--- src/rtl/fp_normalize_iter.sv ---
// Iterative FP normaliser: left shift up to STEP/clk or right by one on carry; 1 to ceil(L/STEP)+2 edges per result.
// Backpressure: one operand in flight, in_ready only in IDLE; result and flags hold in DONE until out_ready.
module fp_normalize_iter #(
    parameter int EXP_W = 8,
    parameter int MAN_W = 23,
    parameter int STEP  = 4
) (
    input  logic                   clk,
    input  logic                   rst_n,
    input  logic                   in_valid,
    output logic                   in_ready,
    input  logic                   in_sign,
    input  logic [EXP_W-1:0]       in_exp,
    input  logic [MAN_W+1:0]       in_sig,
    output logic                   out_valid,
    input  logic                   out_ready,
    output logic [EXP_W+MAN_W:0]   out_word,
    output logic                   out_zero,
    output logic                   out_ovf,
    output logic                   out_denorm,
    output logic                   out_inexact
);
    localparam int LZ_W = $clog2(MAN_W + 2);
    localparam int SW   = ((EXP_W > LZ_W) ? EXP_W : LZ_W) + 1;

    typedef enum logic [1:0] {IDLE, SHIFT, DONE} state_t;

    state_t             r_state;
    logic               r_in_ready;
    logic               r_out_valid;
    logic               r_sign;
    logic [EXP_W-1:0]   r_exp;
    logic [MAN_W+1:0]   r_sig;
    logic               r_zero, r_ovf, r_denorm, r_inexact;

    logic [SW-1:0]      w_lz, w_expm1, w_lim, w_shamt;
    logic [EXP_W-1:0]   w_exp_inc;

    // Leading zeros of {hidden, fraction}; highest set bit wins as the loop climbs.
    always_comb begin
        w_lz = SW'(MAN_W + 1);
        for (int i = 0; i <= MAN_W; i++) begin
            if (r_sig[i]) w_lz = SW'(MAN_W - i);
        end
        w_expm1   = SW'(r_exp) - SW'(1);
        w_lim     = (SW'(STEP) < w_expm1) ? SW'(STEP) : w_expm1;
        w_shamt   = (w_lz < w_lim) ? w_lz : w_lim;
        w_exp_inc = r_exp + EXP_W'(1);
    end

    always_ff @(posedge clk or negedge rst_n) begin
        if (!rst_n) begin
            r_state     <= IDLE;
            r_in_ready  <= 1'b1;
            r_out_valid <= 1'b0;
            r_sign      <= 1'b0;
            r_exp       <= '0;
            r_sig       <= '0;
            r_zero      <= 1'b0;
            r_ovf       <= 1'b0;
            r_denorm    <= 1'b0;
            r_inexact   <= 1'b0;
        end else begin
            case (r_state)
                IDLE: begin
                    if (in_valid) begin
                        r_in_ready <= 1'b0;
                        r_sign     <= in_sign;
                        r_sig      <= in_sig;
                        r_zero     <= 1'b0;
                        r_ovf      <= 1'b0;
                        r_denorm   <= 1'b0;
                        r_inexact  <= 1'b0;
                        if (in_exp == '1) begin
                            r_exp       <= in_exp;
                            r_out_valid <= 1'b1;
                            r_state     <= DONE;
                        end else begin
                            r_exp   <= (in_exp == '0) ? EXP_W'(1) : in_exp;
                            r_state <= SHIFT;
                        end
                    end
                end
                SHIFT: begin
                    if (r_sig == '0) begin
                        r_exp       <= '0;
                        r_zero      <= 1'b1;
                        r_out_valid <= 1'b1;
                        r_state     <= DONE;
                    end else if (r_sig[MAN_W+1]) begin
                        r_exp <= w_exp_inc;
                        if (r_sig[0]) r_inexact <= 1'b1;
                        if (w_exp_inc == '1) begin
                            r_sig       <= '0;
                            r_ovf       <= 1'b1;
                            r_out_valid <= 1'b1;
                            r_state     <= DONE;
                        end else begin
                            r_sig <= r_sig >> 1;
                        end
                    end else if (r_sig[MAN_W]) begin
                        r_out_valid <= 1'b1;
                        r_state     <= DONE;
                    end else if (r_exp == EXP_W'(1)) begin
                        r_exp       <= '0;
                        r_denorm    <= 1'b1;
                        r_out_valid <= 1'b1;
                        r_state     <= DONE;
                    end else begin
                        // Shift is capped at exp-1 so the exponent bottoms out at 1.
                        r_sig <= r_sig << w_shamt;
                        r_exp <= r_exp - w_shamt[EXP_W-1:0];
                    end
                end
                DONE: begin
                    if (out_ready) begin
                        r_out_valid <= 1'b0;
                        r_in_ready  <= 1'b1;
                        r_state     <= IDLE;
                    end
                end
                default: begin
                    r_state     <= IDLE;
                    r_in_ready  <= 1'b1;
                    r_out_valid <= 1'b0;
                end
            endcase
        end
    end

    assign in_ready    = r_in_ready;
    assign out_valid   = r_out_valid;
    assign out_word    = {r_sign, r_exp, r_sig[MAN_W-1:0]};
    assign out_zero    = r_zero;
    assign out_ovf     = r_ovf;
    assign out_denorm  = r_denorm;
    assign out_inexact = r_inexact;
endmodule
--- config.mk ---
export PLATFORM = sky130hd
export DESIGN_NAME = fp_normalize_iter
export DESIGN_NICKNAME = d
export VERILOG_FILES = /design/src/rtl/fp_normalize_iter.sv
export SDC_FILE = /design/constraint.sdc
export NUM_CORES = 1
export LEC_CHECK = 0
export CAP_MARGIN = 10
export CORE_MARGIN = 2
export CORE_UTILIZATION = 30
export CTS_BUF_LIST = sky130_fd_sc_hd__clkbuf_16
export DETAILED_ROUTE_END_ITERATION = 10
export PLACE_DENSITY = 0.54
export SLEW_MARGIN = 25
export SYNTH_ARGS = -nofsm -noshare
export SYNTH_HDL_FRONTEND = slang
export SYNTH_SLANG_ARGS = --single-unit
--- constraint.sdc ---
create_clock -name clk -period 6.5 [get_ports clk]
set_input_delay 1.3 -clock clk [delete_from_list [all_inputs] [get_ports clk]]
set_output_delay 1.3 -clock clk [all_outputs]
set_load 0.02 [all_outputs]
==> out/results.ini, run 1 <==
[worst_setup_path]
cp_max_fo = 23
r2r_slack_ps = 1080
ff2ff_path_depth = 25
timing.rr.end = r_exp[7]
start_kind = flip-flop
setup.worst_path.end_class = flip-flop
worstReg2RegStart = r_exp[0]
cp.required_ps = 6670
critPathKind = flip-flop to flip-flop
critPathArrivalTime_ps = 5590

[power]
swShare = 0.554
power.share.clock = 0.080
p_seq_frac = 0.188
total_power_w = 0.00371
p_int_w = 0.00166
p_comb_frac = 0.732
p_leak_nw = 2.45
cellPowerDensity_nw_per_um2 = 634
ir_worst_vdd_mv = 0.240
switching_power_w = 0.00206

[finish]
final_cells = 888
final_nets = 720
drive_gt1_frac = 0.0838
regArea_um2 = 1050
multi_input_area_um2 = 3430
fin_util = 0.354
final_cell_mix = nand2_1, clkdlybuf4s50_1, mux2i_1
fillCellCount = 1736
diodes = 0
final_common_cell = nand2_1
syn_to_final_growth_pct = 16.0

[yosys]
yosys.area_share.adder = 0.0387
synth_seq_area_share = 0.209
synth_area_per_cell_um2 = 7.67
synth-compound-area-share = 0.273
synth-seq-cells = 42
synth-simple-area-share = 0.210
synth_edf_count = 0
syn_area_um2 = 5050
synth_xor_xnor_area_share = 0.0191
yosys.cell_types.count = 83
yosysWarnings = 0
synthArstFlopShare = 1.00
synth-main-ff-cell = dfrtp_1
synth_cells = 658
synth_top_family_by_area = compound AO/OA/AOI/OAI gates
synth.mux.area_fraction = 0.135

[run_status]
status = completed

[die]
initial_core_util = 0.305
fp.dieArea_um2 = 17900
pin_count = 76
floorplan.rows = 47
core_um2 = 16500
die_x_um = 134
die_y_um = 134

[route]
first_pass_iters = 5
first_iter_violations = 445
vias = 5131
dr_wl_met3_um = 1220
drc = 0
drt_wl_total_um = 17900
wl_met2_um = 8160
ant_nets = 0
via_per_inst = 5.78
routed.top_layer = met4
drt-met1-wl_um = 8150
post_drt_wl_per_cell_um = 20.2

[clock_tree]
root_buffer = clkbuf_16
clock_sinks = 42
cts.clk_slew.worst_paths_ps = 70
clk_path_buf_depth = 2
htreeDepth = 2
clock_latency_ps = 300
cts_made_buffers = 5
cts_setup_buffers = 0
tritoncts = built
cts_hold_buf = 0
cts_resized = 0

[grt]
grt_max_degree = 43
grt_usage = 0.201
antenna_found_initial = 0
grt_pass1_wl_um = 28300
first_global_vias = 4939
gr-total-overflow = 0

[timing]
worst_pin_slew_ps = 1030
rsz0062_at_grt = false
setup_viol = 0
tns_ps = 0
fin_skew_ps = 11.1
slew_headroom = 0.315
drv_slew = 0
min_period_ps = 5420
max_freq_ghz = 0.184
hold_viol_final = 0
finalCritPeriodShare = 0.834

[hold_path]
hold_path_end = out_valid
min_path_type = flip-flop to flip-flop
min_from = out_valid
holdPathStages = 1

[placement]
port_buffers = 75
globalplace.congestion = 0.920
hpwl_um = 12600
placed_cells = 880

[job]
maxCapViolations = 0

==> metal layers <==
metal	vias to the layer above	global-route usage
met5	-	0
met4	0	0.0597
met3	27	0.0350
met2	225	0.321
met1	2477	0.278
li1	2402	-
==> how the worst max path moves through the flow <==
stage | startpoint | to | slack [ps] | cells after the start
after global routing | r_exp[0] | r_exp[7] | 740 | 26
after floorplan | r_exp[0] | r_exp[7] | 1160 | 28
after global placement | r_exp[0] | r_exp[7] | 1320 | 25
after detailed placement | r_exp[0] | r_exp[7] | 1120 | 25
final | r_exp[0] | r_exp[7] | 1080 | 25
after CTS | r_exp[0] | r_exp[7] | 1070 | 25
==> metrics by stage <==
stage / worst slack (ps) / hold WS, ps / area, µm²
finish: 1080 / 496 / 5860
global route: 740 / 519 / 5860
detailed placement: 1120 / 481 / 5690
CTS: 1070 / 502 / 5860
global placement: 1320 / 484 / 5690
floorplan: 1160 / 469 / 5050
==> flip-flops by register name, summed over array words and instances, names as in the netlist <==
register     flops
r_exp            8
out_zero         1
out_inexact      1
in_ready         1
r_sign           1
out_valid        1
r_state          2
out_denorm       1
r_sig           25
out_ovf          1
==> cell usage after synthesis, types with 3 or more instances <==
master	n	share of area
dfrtp_1	41	0.20
o22ai_1	5	0.0062
nand2_1	80	0.060
buf_6	5	0.011
clkbuf_1	39	0.029
a221oi_1	8	0.014
xnor2_1	8	0.014
ha_1	14	0.035
a221oi_2	3	0.0089
a211oi_1	10	0.015
a21o_1	8	0.012
a21oi_1	49	0.049
mux2i_1	52	0.10
a41oi_1	3	0.0052
mux2_2	8	0.018
o21ai_1	11	0.011
buf_4	26	0.039
nor4_1	7	0.0087
o31ai_1	8	0.012
buf_2	16	0.016
nand4_1	4	0.0050
mux2_1	3	0.0067
a22oi_1	5	0.0074
o21ai_0	41	0.041
inv_1	12	0.0089
nand3_1	19	0.019
or3_1	9	0.011
nand2b_1	5	0.0062
nor2b_1	8	0.0099
a31oi_1	10	0.012
and2_1	7	0.0087
nor2_1	41	0.030
buf_1	3	0.0022
o311ai_0	5	0.0087
nor3_1	18	0.018
xor2_1	3	0.0052
a221o_1	6	0.012
a311oi_1	3	0.0052
o21a_1	3	0.0045
==> logic make-up after synthesis <==
group                      Yosys count
xor gates and xnor gates            11
other                                1
AOI/OAI and AO/OA                  201
buffers and inverters              106
and+or+nand+nor                    217
muxes                               65
adders and majority gates           15
DFF                                 42
==> worst max-delay path, stage by stage, from the launching register on <==
cell      delay [ps]
dfrtp_1          530
inv_1            150
ha_1             230
and3b_1          160
a31oi_1          280
or3_1            220
inv_1             60
ha_1             320
a21oi_1          160
nor2b_1           70
a311o_2          430
nor3_4           210
mux2_4           470
inv_2            100
ha_1             220
nor2b_1          120
o21ai_0          150
nand2b_1         110
a21o_1           190
a21o_1           190
a21o_1           170
a21oi_1          170
mux2i_1          200
o21ai_0           90
a22oi_1          170
o21ai_0          100
==> layout make-up <==
cell class              instances  share of cell area
clock buffers                   5              0.0214
clock inverters                 3             0.00705
multi-input cells             512               0.586
well taps                     220              0.0470
inverters                      16              0.0115
flip-flops and latches         42               0.180
repair buffers                 90               0.147
==> power groups by stage <==
stage	Combinational (W)	Clock [W]	Sequential (W)
after floorplan	0.00216	0	0.000519
after global placement	0.00268	0	0.000694
after detailed placement	0.00267	0	0.000698
after CTS	0.00269	0.000305	0.000695
after global routing	0.00295	0.000316	0.000728
final	0.00272	0.000296	0.000699
(Power assumes the default switching activity.)
==> inputs of run 2 (changes only) <==
PLACE_DENSITY = 0.56   (was 0.54)
clock period = 4.8 ns   (was 6.5 ns; I/O delays follow)
==> out/results.ini, run 2 (synthesis gave the netlist of run 1 again) <==
[worst_setup_path]
cp_top_family = compound AO/OA/AOI/OAI gates
cp_cell_sequence = or4_4 -> o21ai_2 -> nand3_2 -> a31oi_2 -> ha_1 -> a21oi_2 -> nor2b_1 -> a311o_2 -> nor3_4 -> mux2_4 -> inv_2 -> ha_4 -> nor2b_1 -> o21ai_1 -> nand2b_1 -> a21o_1 -> a21o_1 -> a21o_1 -> a21oi_2 -> mux2i_1 -> o21ai_1 -> a22oi_1 -> o21ai_1
timing.rr.end = r_exp[7]
cp.required_ps = 4990  ; -1680 ps
critPathKind = flip-flop to flip-flop
critPathArrivalTime_ps = 4890  ; -700 ps
start_kind = flip-flop
crit_path_max_incr_delay_ps = 560  ; +30 ps
cp_max_fo = 3  ; -87%
crit_start = r_sig[4]
r2r_slack_ps = 90  ; -990 ps
critPathSlowestCell = or4_4
worstReg2RegStart = r_sig[4]
ff2ff_path_depth = 23  ; -8.0%
cp_num_buf_inv = 1  ; -2
setup.worst_path.end_class = flip-flop

[finish]
final_nets = 768  ; +6.7%
largestRegisters = r_sig (25), r_exp (8), r_state (2)
largest_register_ffs = 25  ; unchanged
drive_gt1_frac = 0.176  ; +0.0921
final_cell_mix = nand2_1, clkdlybuf4s50_1, buf_4
fin_area_um2 = 6340  ; +8.2%
syn_to_final_growth_pct = 25.6
final_common_cell = nand2_1
largest_register = r_sig

[clock_tree]
cts_made_buffers = 5  ; unchanged
tritoncts = built
cts_hold_buf = 0  ; unchanged
clk_path_buf_depth = 2  ; unchanged
cts.clk_slew.worst_paths_ps = 70  ; about the same
clock_latency_ps = 310  ; about the same
root_buffer = clkbuf_16
htreeDepth = 2  ; unchanged
clock_sinks = 42  ; unchanged

[placement]
globalplace.congestion = 0.915  ; -0.53%
hpwl_um = 13800  ; +9.0%
dpl-instance-area_um2 = 6070  ; +6.7%
port_buffers = 75  ; unchanged

[route]
first_iter_violations = 563  ; +27%
first_pass_iters = 7  ; +2
ant_nets = 0  ; unchanged
vias = 5532  ; +7.8%
via_per_inst = 5.90  ; +2.2%
post_drt_wl_per_cell_um = 20.8  ; +3.3%
drc = 0  ; unchanged
drt_wl_total_um = 19500  ; +9.0%

[timing]
slew_headroom = 0.300  ; -0.0147
hold_ws_ps = 503  ; +6.61 ps
finalCritPeriodShare = 0.981  ; +0.147
hold_viol_final = 0  ; unchanged
setup_viol = 0  ; unchanged
worst_pin_slew_ps = 1050  ; +22.0 ps
tns_ps = 0  ; unchanged
max_freq_ghz = 0.212  ; +15%
drv_slew = 0  ; unchanged
min_period_ps = 4710  ; -713 ps
fin_skew_ps = 14.6  ; +3.50 ps
rsz0062_at_grt = true

[die]
floorplan.rows = 47  ; unchanged
die_x_um = 134  ; unchanged
core_um2 = 16500  ; unchanged
initial_core_util = 0.305  ; unchanged
fp.dieArea_um2 = 17900  ; unchanged
die_y_um = 134  ; unchanged
pin_count = 76  ; unchanged

[grt]
gr-total-overflow = 0  ; unchanged
grt_pass1_wl_um = 30400  ; +7.7%
grt_max_degree = 43  ; unchanged
antenna_found_initial = 1  ; +1
grt_usage = 0.217  ; +0.0161
first_global_vias = 5275  ; +6.8%

[hold_path]
min_path_type = flip-flop to flip-flop
min_from = out_valid
hold_path_end = out_valid
holdPathStages = 1  ; unchanged

[run_status]
status = completed

[job]
maxCapViolations = 0  ; unchanged

[power]
cellPowerDensity_nw_per_um2 = 870  ; +37%
ir_worst_vdd_mv = 0.291  ; +21%
p_leak_nw = 2.69  ; +10%

-- run 2: cell types whose count changed in the layout (fill, tap and decap cells not counted), moves of 3 or more --
cell | before | now
a21oi_1 | 49 | 46
a21oi_2 | 0 | 3
buf_4 | 16 | 62
dfrtp_1 | 41 | 38
dfrtp_2 | 0 | 3
ha_1 | 14 | 11
o21ai_0 | 41 | 38
-- run 2: layout make-up --
type / instances / area (µm²)
timing repair buffer: 138 / 1230
inverter: 16 / 72.6
fill: 1687 / 10200
clock inverter: 3 / 41.3
multi-input combinational: 512 / 3530
antenna: 1 / 2.50
sequential: 42 / 1060
tap: 220 / 275
clock buffer: 5 / 125
-- run 2: per-layer routing --
layer / wire [µm] / track usage / vias to the layer above / part of all wire
met5: 0 / 0 / - / 0
met1: 8520 / 0.295 / 2687 / 0.44
met3: 1630 / 0.0472 / 55 / 0.084
met4: 613 / 0.0780 / 0 / 0.031
met2: 8750 / 0.339 / 277 / 0.45
li1: - / - / 2513 / -
-- run 2: what timing repair did --
action / CTS / global route
cloned: 0 / 0
resized for setup: 1 / 10
pin swaps: 0 / 9
setup endpoints to repair: 1 / 7
setup buffers: 0 / 6
-- run 2: worst register-to-register path: cells and delay by family, from the launching register on --
family | cells | cell delay (ps)
AO/OA/AOI/OAI | 12 | 2050
multiplexers | 2 | 530
adder cells (fa/ha/maj) | 2 | 460
flip-flops | 1 | 370
AND/OR/NAND/NOR | 6 | 1090
buffers and inverters | 1 | 80
-- run 2: how the worst max path moves through the flow --
stage                     to  slack (ps)  cells past startpoint
global route        r_exp[7]        -110                     23
CTS                 r_exp[7]          10                     25
detailed placement  r_exp[7]         -30                     25
global placement    r_exp[7]         150                     25
floorplan           r_exp[7]         -40                     28
finish              r_exp[7]          90                     23
-- run 2: per-stage QoR --
stage | total power, W | std cells | utilization | worst slack (ps)
floorplan | 0.00370 | 660 | - | -41.7
detailed placement | 0.00492 | 922 | 0.367 | -33.5
global route | 0.00588 | 936 | 0.383 | -110
finish | 0.00551 | 937 | 0.384 | 92.1
CTS | 0.00537 | 930 | 0.378 | 11.5
global placement | 0.00491 | 922 | 0.367 | 155
-- run 2: power by group --
group	internal [W]	switching, W	total, W
clock network	0.000244	0.000164	0.000408
logic	0.00178	0.00259	0.00437
registers	0.000530	0.000207	0.000737
